### src/rtl/mux_scan_if.sv
// mux_scan_if: signal bundle between the scan controller and its environment.
// The controller side (master) drives the mux select, the sampled frame and
// status; the environment side (slave) drives start, the mux output and the
// frame consumer's ready.
interface mux_scan_if;
    logic       start;
    logic       mux_out;
    logic       out_ready;
    logic [1:0] sel;
    logic       out_valid;
    logic [2:0] out_frame;
    logic       busy;
    logic [7:0] frame_cnt;

    modport master (
        input  start, mux_out, out_ready,
        output sel, out_valid, out_frame, busy, frame_cnt
    );

    modport slave (
        output start, mux_out, out_ready,
        input  sel, out_valid, out_frame, busy, frame_cnt
    );
endinterface

### src/rtl/mux_scan_ctrl.sv
// mux_scan_ctrl: walks a 3-to-1 mux select through channels 0, 1, 2, lets
// each channel settle for SETTLE_CYC cycles, samples the mux output, and
// offers the three samples as one 3-bit frame on a valid/ready handshake.
// The select code 2'b11 is never driven.
// Optional feature: define MUX_SCAN_CONTINUOUS_EN to restart a new scan
// straight after each accepted frame instead of returning to IDLE.
module mux_scan_ctrl #(
    parameter int unsigned SETTLE_CYC = 2    // legal range 1..15
) (
    input  logic        clk,
    input  logic        rst,
    mux_scan_if.master  bus
);

    typedef enum logic [1:0] {
        IDLE   = 2'd0,
        SETTLE = 2'd1,
        SAMPLE = 2'd2,
        DONE   = 2'd3
    } state_e;

    localparam logic [3:0] SETTLE_LAST = 4'(SETTLE_CYC - 1);

    state_e     state_q, state_d;
    logic [3:0] cnt_q, cnt_d;
    logic [1:0] ch_q, ch_d;
    logic [1:0] sel_q, sel_d;
    logic [1:0] shadow_q, shadow_d;     // samples of channels 0 and 1
    logic [2:0] frame_q, frame_d;
    logic       valid_q, valid_d;
    logic [7:0] frame_cnt_q, frame_cnt_d;
    logic       handshake;

    assign handshake = valid_q && bus.out_ready;

    // State and datapath registers with synchronous reset.
    // NOTE: sequential state uses non-blocking assignments so every register
    // sees the pre-edge value of the others, matching real flip-flops.
    always_ff @(posedge clk) begin
        if (rst) begin
            state_q     <= IDLE;
            cnt_q       <= '0;
            ch_q        <= '0;
            sel_q       <= '0;
            shadow_q    <= '0;
            frame_q     <= '0;
            valid_q     <= 1'b0;
            frame_cnt_q <= '0;
        end else begin
            state_q     <= state_d;
            cnt_q       <= cnt_d;
            ch_q        <= ch_d;
            sel_q       <= sel_d;
            shadow_q    <= shadow_d;
            frame_q     <= frame_d;
            valid_q     <= valid_d;
            frame_cnt_q <= frame_cnt_d;
        end
    end

    // Next-state logic of the scan sequencer.
    always_comb begin
        // NOTE: default assignment first so no path leaves state_d unassigned,
        // which would otherwise infer a latch.
        state_d = state_q;
        case (state_q)
            IDLE:    if (bus.start) state_d = SETTLE;
            SETTLE:  if (cnt_q == SETTLE_LAST) state_d = SAMPLE;
            SAMPLE:  state_d = (ch_q == 2'd2) ? DONE : SETTLE;
            DONE: begin
                if (handshake) begin
`ifdef MUX_SCAN_CONTINUOUS_EN
                    state_d = SETTLE;
`else
                    state_d = IDLE;
`endif
                end
            end
            default: state_d = IDLE;
        endcase
    end

    // Next values of counter, channel, select, samples, frame and frame count.
    always_comb begin
        cnt_d       = cnt_q;
        ch_d        = ch_q;
        sel_d       = sel_q;
        shadow_d    = shadow_q;
        frame_d     = frame_q;
        valid_d     = valid_q;
        frame_cnt_d = frame_cnt_q;
        case (state_q)
            IDLE: begin
                sel_d = 2'd0;
                if (bus.start) begin
                    ch_d  = 2'd0;
                    cnt_d = 4'd0;
                end
            end
            SETTLE: cnt_d = cnt_q + 4'd1;
            SAMPLE: begin
                if (ch_q != 2'd2) begin
                    // Channels 0 and 1 only reach this branch, so bit 0 of
                    // the channel index selects the shadow bit.
                    shadow_d[ch_q[0]] = bus.mux_out;
                    ch_d              = ch_q + 2'd1;
                    sel_d             = ch_q + 2'd1;
                    cnt_d             = 4'd0;
                end else begin
                    frame_d = {bus.mux_out, shadow_q};
                    valid_d = 1'b1;
                    sel_d   = 2'd0;
                end
            end
            DONE: begin
                if (handshake) begin
                    valid_d     = 1'b0;
                    frame_cnt_d = frame_cnt_q + 8'd1;
`ifdef MUX_SCAN_CONTINUOUS_EN
                    ch_d        = 2'd0;
                    cnt_d       = 4'd0;
                    sel_d       = 2'd0;
`endif
                end
            end
            default: ;
        endcase
    end

    // Outputs come straight from registers; busy decodes the state.
    always_comb begin
        bus.sel       = sel_q;
        bus.out_valid = valid_q;
        bus.out_frame = frame_q;
        bus.frame_cnt = frame_cnt_q;
        bus.busy      = (state_q != IDLE);
    end

endmodule

### src/flat_wrapper.sv
// flat-port wrapper written by rule: the top's interface ports become plain ports
module mux_scan_ctrl_flat 
#(
    parameter int unsigned SETTLE_CYC = 2                        
)
  (clk, rst, bus_start, bus_mux_out, bus_out_ready, bus_sel, bus_out_valid, bus_out_frame, bus_busy, bus_frame_cnt);
  mux_scan_if bus_i ();
  input  logic clk;
  input  logic rst;
  input wire logic [$bits(bus_i.start)-1:0] bus_start;
  input wire logic [$bits(bus_i.mux_out)-1:0] bus_mux_out;
  input wire logic [$bits(bus_i.out_ready)-1:0] bus_out_ready;
  output wire logic [$bits(bus_i.sel)-1:0] bus_sel;
  output wire logic [$bits(bus_i.out_valid)-1:0] bus_out_valid;
  output wire logic [$bits(bus_i.out_frame)-1:0] bus_out_frame;
  output wire logic [$bits(bus_i.busy)-1:0] bus_busy;
  output wire logic [$bits(bus_i.frame_cnt)-1:0] bus_frame_cnt;
  assign bus_i.start = bus_start;
  assign bus_i.mux_out = bus_mux_out;
  assign bus_i.out_ready = bus_out_ready;
  assign bus_sel = bus_i.sel;
  assign bus_out_valid = bus_i.out_valid;
  assign bus_out_frame = bus_i.out_frame;
  assign bus_busy = bus_i.busy;
  assign bus_frame_cnt = bus_i.frame_cnt;
  mux_scan_ctrl #(.SETTLE_CYC(SETTLE_CYC)) u_core (.clk(clk), .rst(rst), .bus(bus_i));
endmodule
### config.mk
export PLATFORM = sky130hd
export DESIGN_NAME = mux_scan_ctrl_flat
export DESIGN_NICKNAME = d
export VERILOG_FILES = /design/src/rtl/mux_scan_if.sv /design/src/rtl/mux_scan_ctrl.sv /design/src/flat_wrapper.sv
export SDC_FILE = /design/constraint.sdc
export NUM_CORES = 1
export LEC_CHECK = 0
export CORE_MARGIN = 1
export CORE_UTILIZATION = 51
export DETAILED_ROUTE_END_ITERATION = 7
export PLACE_DENSITY = 0.8
export SYNTH_ARGS = -nofsm -noshare
export SYNTH_HDL_FRONTEND = slang
export SYNTH_SLANG_ARGS = --single-unit
### constraint.sdc
create_clock -name clk -period 2.6 [get_ports clk]
set_clock_uncertainty 0.2 [all_clocks]
set_input_delay 0.26 -clock clk [delete_from_list [all_inputs] [get_ports clk]]
set_output_delay 0.26 -clock clk [all_outputs]
set_load 0.01 [all_outputs]
## Word level (Yosys, flattened, before mapping)

Cells that the tools add are included.

| word-level totals | value |
|---|---|
| flip-flop bits (word level) | 24 |
| output and inout bits | 15 |

| cells by class | value |
|---|---|
| add/sub/neg operators | 3 |
| reductions and logical operators | 14 |
| bitwise gates (word level) | 1 |
| mux-type cells | 19 |
| magnitude comparators | 2 |
| equality and inequality tests | 11 |

Operator list:

| cell | count |
|---|---|
| $mux 2 | 7 |
| $pmux 4 s3 | 1 |
| $reduce_and 3->1 | 4 |
| $add 8x1->8 const B | 1 |
| $mux 4 | 2 |
| $pmux 2 s2 | 2 |
| $pmux 2 s4 | 1 |
| $eq 2x2->1 const B | 3 |
| $ne 2x1->1 const B | 3 |
| $ne 2x2->1 const B | 3 |
| $reduce_and 2->1 | 3 |
| $reduce_bool 2->1 | 3 |
| $add 4x1->4 const B | 1 |
| $eq 4x1->1 const B | 1 |
| $mux 1 | 3 |
| $reduce_bool 3->1 | 1 |
| $add 2x1->2 const B | 1 |
| $bwmux 2 | 1 |
| $eq 2x1->1 const B | 1 |
| $logic_and 1x1->1 | 2 |
| $logic_not 2->1 | 1 |
| $lt 1x2->1 const B | 1 |
| $pmux 1 s2 | 1 |
| $demux 1 s1 | 1 |
| 2 further kinds | 2 |

## Longest topological paths before layout

| logic depth | value |
|---|---|
| depth after elaboration | 5 |
| mapped depth | 7 |
| gate-level depth less buffers | 5 |

## Least setup slack after synthesis

No wires, ideal clock.

| timing | value |
|---|---|
| path type | reg2reg |
| from | reg u_core.ch_q[0] |
| to | reg u_core.shadow_q[0] |
| buffers on the path | 2 |
| arrival | 1.703 ns |
| setup time | 0.070 ns |
| path slack | 0.627 ns |
| cell stages (with the launch flop) | 8 |
| cell sequence | dfxtp_1 -> inv_1 -> ha_1 -> buf_6 -> or3b_1 -> buf_2 -> or3b_1 -> a21oi_1 |

| on the way | value |
|---|---|
| longest elaborated chain between the ends | 5 |
| elaborated cells on any way between the ends | 8 |

RTL lines:

| item | RTL line | text |
|---|---|---|
| from (decl) | mux_scan_ctrl.sv:26 | `logic [1:0] ch_q, ch_d;` |
| from (signal assigned) | mux_scan_ctrl.sv:52 | `ch_q <= ch_d;` |
| $lt 1x2->1 (not written as such) or $ge 1x1->1 (tied branches) | mux_scan_ctrl.sv:105 | `shadow_d[ch_q[0]] = bus.mux_out;` |
| $logic_and 1x1->1 (not written as such) | mux_scan_ctrl.sv:105 |  |
| $mux 1 (not written as such) | mux_scan_ctrl.sv:105 |  |
| $demux 1 s1 | -- |  |
| $bwmux 2 | mux_scan_ctrl.sv:105 |  |
| to (signal assigned) | mux_scan_ctrl.sv:54 | `shadow_q <= shadow_d;` |
| to (decl) | mux_scan_ctrl.sv:28 | `logic [1:0] shadow_q, shadow_d;` |

Parallel ways exist; a longest one is shown, timed or not.
A chain may end at the register's enable or synchronous reset.

## Worst setup path in the final report

Ends and elaborated chain as after synthesis.

==> out/qor.txt <==
capture point of the worst path: u_core.shadow_q[0]
DR vias: 1,001
GRT Residual Overflow: 0
max_cap viols: 0
Setup violations, final: 0
antenna violation net count after detailed routing: 0
Main synth FF type: dfxtp_1
gr usage total: 20.44%
crit path kind: reg -> reg
DRT Pass-1 Iters: 4
H-tree depth: 1
full die area: 2443 um^2
Clock Tree Buf Depth: 2
synthesized netlist cell count: 133
fin crit period: 2.134 ns
Static Leakage: 0.4702 nW
area of the mapped netlist: 1147 um^2
Post-CTS Setup Bufs: 0
TritonCTS clock tree: built
Final period util: 82.06%
setup slack, reg-to-reg: 0.47 ns
Area Growth Syn to Fin: 20.07%
multi-input logic area: 595.6 um^2
Sum Neg Setup Slack: 0 ns
Synth Area in Adders: 6.543%
worst hold margin: 0.2629 ns
critical path required time: 2.65 ns
commonest cells after routing, fill and taps aside: dfxtp_1, clkdlybuf4s50_1, a21oi_1, nor2_1
first-pass GRT wire length: 3843 um
DR DRC count: 0
PostCTS Resize Cnt: 0
CP Launch Point: u_core.ch_q[0]
Hold Vio Cnt, Final: 0
Synth Area in XOR/XNOR: 1.527%
DP HPWL: 1639 um
Worst Hold Class: reg -> reg
Wirelength per Cell: 13.36 um
Root Driver: clkbuf_4
Yosys warnings: 0
row cnt: 16
worst-margin pin slew: 0.6360 ns
distinct cell type count of the synthesized netlist: 37
IO Count: 20
largest net degree at the start of global routing: 19
final worst slack: 0.4664 ns
Worst-Skew Late Latency: 0.31 ns
Critical Path Sink Type: flop
initial antenna violation count: 0
most common cell after layout, fill and taps aside: dfxtp_1
antenna fix cells: 0
simple-gate share of the synthesized area: 23.01%
number of synthesized flops with an enable pin: 0
Starting Density: 56.19%
R2R Path End: u_core.shadow_q[0]
crit-path max FO: 9
vias per inst: 5.688
Final Max Slew Viols: 0
RSZ-0062 raised after global routing: no
initial DRC count: 16
fraction of layout cells with a size suffix above 1: 6.040%
nets: 161
vias in the first global route: 923
cts bufs inserted: 3
FF/Latch Area: 480.5 um^2
# fillers: 185
f_max: 468.7 MHz
pwr dens: 479.4 nW/um^2
Compound-Gate Fraction of Synth Area: 18.97%
VDD IR max: 429.1 uV
Post-Place Setup Slack: 0.4645 ns
syn_area_per_cell: 8.627 um^2
synthesis-stage register bit count: 24
FF-to-FF Start: u_core.ch_q[0]
WL final: 2352 um
Core ar.: 2042 um^2
die width: 49.43 um
Startpoint Class: flop
hold buffers post-CTS: 0
Clock transition at path regs: 0.13 ns
mux share of post-synthesis cell area: 1.854%
die extent in y: 49.43 um
reg2reg path depth: 5
post-synthesis sequential area ratio: 41.88%
syn_nets: 144
combinational family with the most area after synthesis: simple AND/OR/NAND/NOR gates
Crit path arrival time: 2.19 ns
PortBufs: 19
status: finished clean
slew margin rel.: 57.47%
fraction of registers with async set/reset: 0%
gpl congestion: 0.7322
CTS Sinks: 24
## critical path: stages, from the launching register on
cell and delay, ns:
dfxtp_1 0.44, inv_1 0.12, ha_1 0.31, or3b_1 0.49
or3b_1 0.39, a21oi_1 0.13
## synthesized netlist by cell type, types with 3 or more instances
master,number,share of area [%]
nor2_1,10,3.3
a21oi_1,16,7.0
dfxtp_1,24,42
nand3_1,7,3.1
o31ai_1,4,2.6
nor2b_1,3,1.6
inv_1,7,2.3
o21ai_0,4,1.7
or4_1,4,2.6
nand2b_1,4,2.2
nand2_1,7,2.3
ha_1,6,6.5
clkbuf_1,5,1.6
## layout make-up
cell class	count	share of cell area, %
multi-input cells	93	43.23
flip-flops and latches	24	34.88
repair buffers	21	14.90
clock buffers	4	2.634
well taps	27	2.452
inverters	7	1.907
## layer usage
layer / vias up / track usage [%] / wire length (um)
met1: 486 / 21.73 / 1073
met3: 2 / 3.738 / 48
met4: 0 / 8.571 / 13
li1: 503 / - / -
met2: 10 / 38.81 / 1217
met5: - / 0 / 0
## logic make-up after synthesis
logic type      count (synthesis)
flops                          24
buf+inv                        16
xor+xnor                        2
mux                             2
fa+ha+maj                       6
compound gates                 35
simple gates                   48
## power breakdown
group	internal, mW	switching (mW)	leakage [nW]
registers	0.376	0.0177	0.194
logic	0.0342	0.0337	0.255
clock network	0.0856	0.113	0.0210
total	0.496	0.164	0.470
## sequential cells by signal, indices dropped and copies added, names as in the netlist
| register | count |
|---|---|
| u_core.bus.sel | 2 |
| u_core.bus.out_valid | 1 |
| u_core.cnt_q | 4 |
| u_core.bus.out_frame | 3 |
| u_core.shadow_q | 2 |
| u_core.state_q | 2 |
| u_core.ch_q | 2 |
| u_core.bus.frame_cnt | 8 |
## worst min-delay path by stage
stage	from	to	slack (ns)	depth (start not counted)
after global routing	u_core.bus.out_frame[0]	u_core.bus.out_frame[0]	0.30	2
after floorplan	bus_mux_out	u_core.bus.out_frame[2]	0.21	2
after CTS	u_core.bus.out_frame[1]	u_core.bus.out_frame[1]	0.27	2
final	u_core.bus.out_frame[1]	u_core.bus.out_frame[1]	0.26	2
after detailed placement	u_core.bus.out_frame[1]	u_core.bus.out_frame[1]	0.25	2
after global placement	u_core.bus.out_frame[1]	u_core.bus.out_frame[1]	0.25	2
## through the flow
stage	total power [mW]	instances	utilization, %	instance area [um^2]
after global routing	0.6888	176	67.46	1378
after floorplan	0.4457	133	-	1147
after CTS	0.6698	176	67.46	1378
after detailed placement	0.4691	172	65.69	1341
final	0.6604	176	67.46	1378
after global placement	0.4674	172	65.69	1341
(Power assumes the default switching activity.)
